### config.mk
export PLATFORM = sky130hd
export DESIGN_NAME = fetch_decode
export DESIGN_NICKNAME = d
export VERILOG_FILES = /design/src/rtl/fetch_decode.sv
export SDC_FILE = /design/constraint.sdc
export NUM_CORES = 1
export LEC_CHECK = 0
export CAP_MARGIN = 0
export CORE_ASPECT_RATIO = 0.9
export CORE_UTILIZATION = 45
export CTS_CLUSTER_SIZE = 16
export DETAILED_ROUTE_END_ITERATION = 7
export HOLD_SLACK_MARGIN = 0.05
export PLACE_DENSITY = 0.87
export SYNTH_ARGS = -nofsm -noshare
export SYNTH_HDL_FRONTEND = slang
export SYNTH_SLANG_ARGS = --single-unit
### constraint.sdc
create_clock -name clk -period 2.07 [get_ports clk]
set_input_delay 0.414 -clock clk [delete_from_list [all_inputs] [get_ports clk]]
set_output_delay 0.414 -clock clk [all_outputs]
set_load 0.02 [all_outputs]
### src/rtl/fetch_decode.sv
// fetch_decode: four-cycle fetch/decode/execute/write-back sequencer feeding the registered ALU.
module fetch_decode #(
  parameter int PC_WIDTH    = 8,
  parameter int INSTR_WIDTH = 16
) (
  input  logic                   clk,
  input  logic                   reset,
  input  logic                   iStall,
  output logic [PC_WIDTH-1:0]    oRomAddr,
  output logic                   oRomRd,
  input  logic [INSTR_WIDTH-1:0] iRomData,
  output logic [5:0]             oOpcode,
  output logic [9:0]             oIn1,
  output logic [9:0]             oIn2,
  input  logic [7:0]             iAluResult,
  output logic [9:0]             oMemAddr,
  output logic                   oMemRd,
  input  logic [7:0]             iMemRdData,
  output logic                   oMemWe,
  output logic [7:0]             oMemWrData,
  output logic [7:0]             oA,
  output logic [7:0]             oB,
  output logic [PC_WIDTH-1:0]    oPC
);
  localparam logic [5:0] OP_NOP  = 6'd0;
  localparam logic [5:0] OP_LDCA = 6'd1;
  localparam logic [5:0] OP_LDCB = 6'd2;
  localparam logic [5:0] OP_LDA  = 6'd3;
  localparam logic [5:0] OP_LDB  = 6'd4;
  localparam logic [5:0] OP_STA  = 6'd5;
  localparam logic [5:0] OP_STB  = 6'd6;
  localparam logic [5:0] OP_ADDA = 6'd7;
  localparam logic [5:0] OP_ADDB = 6'd8;

  typedef enum logic [1:0] {S_FETCH, S_DECODE, S_EXECUTE, S_WRITEBACK} state_t;

  state_t                 r_state;
  logic [PC_WIDTH-1:0]    r_pc;
  logic [INSTR_WIDTH-1:0] r_ir;
  logic [7:0]             r_a, r_b, r_mem_wr_data;
  logic [5:0]             r_opcode;
  logic                   r_rom_rd, r_mem_rd, r_mem_we;
  logic [5:0]             w_op, w_rom_op;
  logic                   w_store;

  assign w_op     = r_ir[INSTR_WIDTH-1 -: 6];
  assign w_rom_op = iRomData[INSTR_WIDTH-1 -: 6];
  assign w_store  = (w_op == OP_STA) || (w_op == OP_STB);

  always_ff @(posedge clk) begin
    if (!reset) begin
      r_state       <= S_FETCH;
      r_pc          <= '0;
      r_ir          <= '0;
      r_a           <= '0;
      r_b           <= '0;
      r_opcode      <= OP_NOP;
      r_rom_rd      <= 1'b0;
      r_mem_rd      <= 1'b0;
      r_mem_we      <= 1'b0;
      r_mem_wr_data <= '0;
    end else begin
      case (r_state)
        S_FETCH: begin
          r_rom_rd <= !iStall;
          if (!iStall) r_state <= S_DECODE;
        end
        S_DECODE: begin
          r_rom_rd <= 1'b0;
          r_ir     <= iRomData;
          r_pc     <= r_pc + PC_WIDTH'(1);
          r_opcode <= w_rom_op;
          r_mem_rd <= (w_rom_op == OP_LDA) || (w_rom_op == OP_LDB);
          r_state  <= S_EXECUTE;
        end
        S_EXECUTE: begin
          r_opcode <= OP_NOP;
          r_mem_rd <= 1'b0;
          r_mem_we <= w_store;
          // The ALU only passes A or B through for a store, so the register itself is the write data.
          if (w_store) r_mem_wr_data <= (w_op == OP_STB) ? r_b : r_a;
          r_state  <= S_WRITEBACK;
        end
        default: begin
          r_mem_we <= 1'b0;
          r_a <= (w_op == OP_LDCA) ? r_ir[7:0] :
                 (w_op == OP_LDA)  ? iMemRdData :
                 (w_op == OP_ADDA) ? iAluResult : r_a;
          r_b <= (w_op == OP_LDCB) ? r_ir[7:0] :
                 (w_op == OP_LDB)  ? iMemRdData :
                 (w_op == OP_ADDB) ? iAluResult : r_b;
          r_state <= S_FETCH;
        end
      endcase
    end
  end

  assign oRomAddr   = r_pc;
  assign oRomRd     = r_rom_rd;
  assign oOpcode    = r_opcode;
  assign oIn1       = {2'b00, r_a};
  assign oIn2       = {2'b00, r_b};
  assign oMemAddr   = r_ir[9:0];
  assign oMemRd     = r_mem_rd;
  assign oMemWe     = r_mem_we;
  assign oMemWrData = r_mem_wr_data;
  assign oA         = r_a;
  assign oB         = r_b;
  assign oPC        = r_pc;
endmodule
==> results.sh <==
export IMPL_hold_path_class="flop to flop"
export IMPL_dr_wl_met3_um=486
export IMPL_core_area_sq_um=6590
export IMPL_max_stage_delay_ns=0.67
export IMPL_synth_cells=318
export IMPL_dp_cells=471
export IMPL_async_flop_share_pct=0
export IMPL_drtIter0Drc=171
export IMPL_clkTransAtPathRegs_ns=0.06
export IMPL_drtAntennaViolNets=0
export IMPL_syn_avg_cell_area_sq_um=9.65
export IMPL_wl_met2_mm=3.68
export IMPL_synth_top_cell_area_share_pct=38.5
export IMPL_track_usage_pct=22.6
export IMPL_setup_viol=0
export IMPL_clockBufferDepth=2
export IMPL_die_w_um=89.1
export IMPL_timing_fmax_mhz=529
export IMPL_clk_latency_ns=0.34
export IMPL_status="complete, but fails checks"
export IMPL_top_layer="met4"
export IMPL_synthFlopType="dfxtp_1"
export IMPL_start_kind="flop"
export IMPL_drv_cap=0
export IMPL_synth_edf_count=0
export IMPL_grt_pass1_wl_mm=12.0
export IMPL_peakVddDrop_mv=0.516
export IMPL_crit_path_end_kind="output port"
export IMPL_worstSetupPathType="flop to output port"
export IMPL_clock_skew_ns=0.00690
export IMPL_grt_max_degree=26
export IMPL_layout_drive_gt1_share_pct=11.1
export IMPL_path_buf_inv=1
export IMPL_first_pass_iters=6
export IMPL_cts_buffers=9
export IMPL_yosys_warnings=0
export IMPL_rsz0062_at_grt="false"
export IMPL_drc=1
export IMPL_violations="design-rule violations"
export IMPL_fin_crit_sh_pct=91.4
export IMPL_wl_per_cell_um=16.1
export IMPL_holdWs_ns=0.470
export IMPL_routed_wirelength_mm=7.82
export IMPL_leakage_uw=0.00156
export IMPL_numPortBuffers=109
export IMPL_cts_tree="yes"
export IMPL_n_antenna_cell=0
export IMPL_initial_core_util_pct=46.6
export IMPL_preCtsSetupSlack_ns=0.185
export IMPL_crit_chain="clkdlybuf4s50_1"
export IMPL_power_density_nw_per_um2=733
export IMPL_critPathSlowestCell="clkdlybuf4s50_1"
export IMPL_nNetsFinal=432
export IMPL_fin_cells=486
export IMPL_grt_antenna_before_repair=0
export IMPL_finalMaxSlewViolations=0
export IMPL_finalHoldViolCount=0
export IMPL_cts_sinks=59
export IMPL_post_route_min_period_ns=1.89
export IMPL_yosys_top_cells_area="dfxtp_1, mux2i_1, buf_4"
export IMPL_ios=114
export IMPL_vias=2581
export IMPL_grt_pass1_vias=2378
export IMPL_cts_resized=0
export IMPL_yosysSeqAreaShare_pct=38.5
export IMPL_crit_path_max_fanout=4
export IMPL_post_cts_buffers=0
export IMPL_synthDistinctLibCells=40
export IMPL_yosys_area_top_type="dfxtp_1"
export IMPL_timing_setup_tns_ns=0
export IMPL_cpLargestDelayFamily="buffers and inverters"
export IMPL_syn_area_sq_um=3070
export IMPL_arrival_ns=1.48
export IMPL_overflow=0
export IMPL_cts_root_buf="clkbuf_8"
export IMPL_cts_hold_buf=0
export IMPL_htreeDepth=3
export IMPL_crit_required_ns=1.66
export IMPL_num_rows=28
export IMPL_hpwl_mm=5.81
export IMPL_ys_ff_latch=59
export IMPL_dieArea_sq_um=7160
export IMPL_met1_length_mm=3.52
export IMPL_timing_final_ws_setup_ns=0.178
export IMPL_die_h_um=80.4
export IMPL_viasPerCell=5.31
export IMPL_place_congestion=0.866
export IMPL_areaGrowthSynthToFinish_pct=35.0
## path summary, 6_finish.rpt
| path | start | to | slack [ns] | cells after the start |
|---|---|---|---|---|
| worst min register to register | oOpcode[5] | oOpcode[5] | 0.47 | 2 |
| worst max-delay path | oB[0] | oIn2[0] | 0.18 | 1 |
| worst min-delay path | oOpcode[5] | oOpcode[5] | 0.47 | 2 |
| worst max register to register | r_state[0] | oB[0] | 0.19 | 5 |
## cells in the final DEF (no fill, tap or decap), drive strengths merged, types with 2 or more instances in the layout
| cell type | Yosys | layout |
|---|---|---|
| clkdlybuf4s50 | 0 | 109 |
| dfxtp | 59 | 59 |
| mux2i | 34 | 34 |
| nor2 | 27 | 27 |
| nand3 | 17 | 17 |
| clkbuf | 9 | 13 |
| o21ai | 12 | 12 |
| a21oi | 11 | 11 |
| nand2b | 9 | 9 |
| nand2 | 9 | 9 |
| a22oi | 9 | 9 |
| buf | 49 | 9 |
| o221ai | 8 | 8 |
| o22a | 8 | 8 |
| o221a | 8 | 8 |
| nand3b | 7 | 7 |
| xor2 | 6 | 6 |
| ha | 5 | 5 |
| nor3b | 5 | 5 |
| nand4 | 4 | 4 |
| conb | 1 | 4 |
| or3 | 3 | 3 |
| inv | 3 | 3 |
| nor4b | 3 | 3 |
| nor2b | 2 | 2 |
| and3 | 2 | 2 |
| clkinv | 0 | 2 |
| o211ai | 2 | 2 |
## through the flow
step           total power, uW  utilization, %  cell area [sq um]
5_1_grt                   3170            62.9               4140
6_report                  3040            62.9               4140
2_1_floorplan             1860               -               3080
3_3_place_gp              2090            60.2               3960
3_5_place_dp              2110            60.2               3960
4_1_cts                   3050            62.9               4140
## synth_stat cells (2+ instances only)
cell,count
a21oi_1,11
a22oi_1,9
and3_1,2
buf_1,4
buf_2,4
buf_4,38
buf_6,3
clkbuf_1,9
dfxtp_1,59
ha_1,5
inv_1,2
mux2i_1,34
nand2_1,9
nand2b_1,9
nand3_1,17
nand3b_1,7
nand4_1,4
nor2_1,27
nor2b_1,2
nor3b_1,4
o21ai_0,12
o221a_2,8
o221ai_2,8
o22a_1,8
or3_1,3
xor2_1,6
## final cells by class
class | instances | area (sq um)
clock buffer | 13 | 169
clock inverter | 2 | 10.0
fill | 575 | 2440
inverter | 3 | 11.3
multi-input combinational | 201 | 1500
sequential | 59 | 1180
tap | 90 | 113
timing repair buffer | 118 | 1160
## registers in the layout, summed over array words and instances, names as in the netlist
register,flops
oA,8
oB,8
oMemRd,1
oMemWe,1
oMemWrData,8
oOpcode,6
oPC,8
oRomRd,1
r_ir,16
r_state,2
## cells by family (layout without fill, tap and decap cells)
kind of cell             count (synthesis)  after routing  share of synthesized area (%)
AND/OR/NAND/NOR                         92             92                           17.0
buffers and inverters                   61            136                           13.0
AO/OA/AOI/OAI                           59             59                           16.2
flip-flops                              59             59                           38.5
multiplexers                            34             34                           11.1
XOR/XNOR                                 7              7                           2.00
adder cells (fa/ha/maj)                  5              5                           2.04
other                                    1              4                          0.122
## report_power, final
| group | internal (uW) | switching, uW |
|---|---|---|
| Sequential | 1220 | 96.3 |
| Combinational | 386 | 393 |
| Clock | 522 | 421 |
| Total | 2120 | 911 |
## metal layers
| metal | vias to the layer above | track usage [%] |
|---|---|---|
| met5 | - | 0 |
| met4 | 0 | 9.84 |
| met3 | 14 | 6.89 |
| met2 | 79 | 34.8 |
| met1 | 1232 | 28.9 |
| li1 | 1256 | - |
Note: power is estimated with default switching activity, not from simulation.
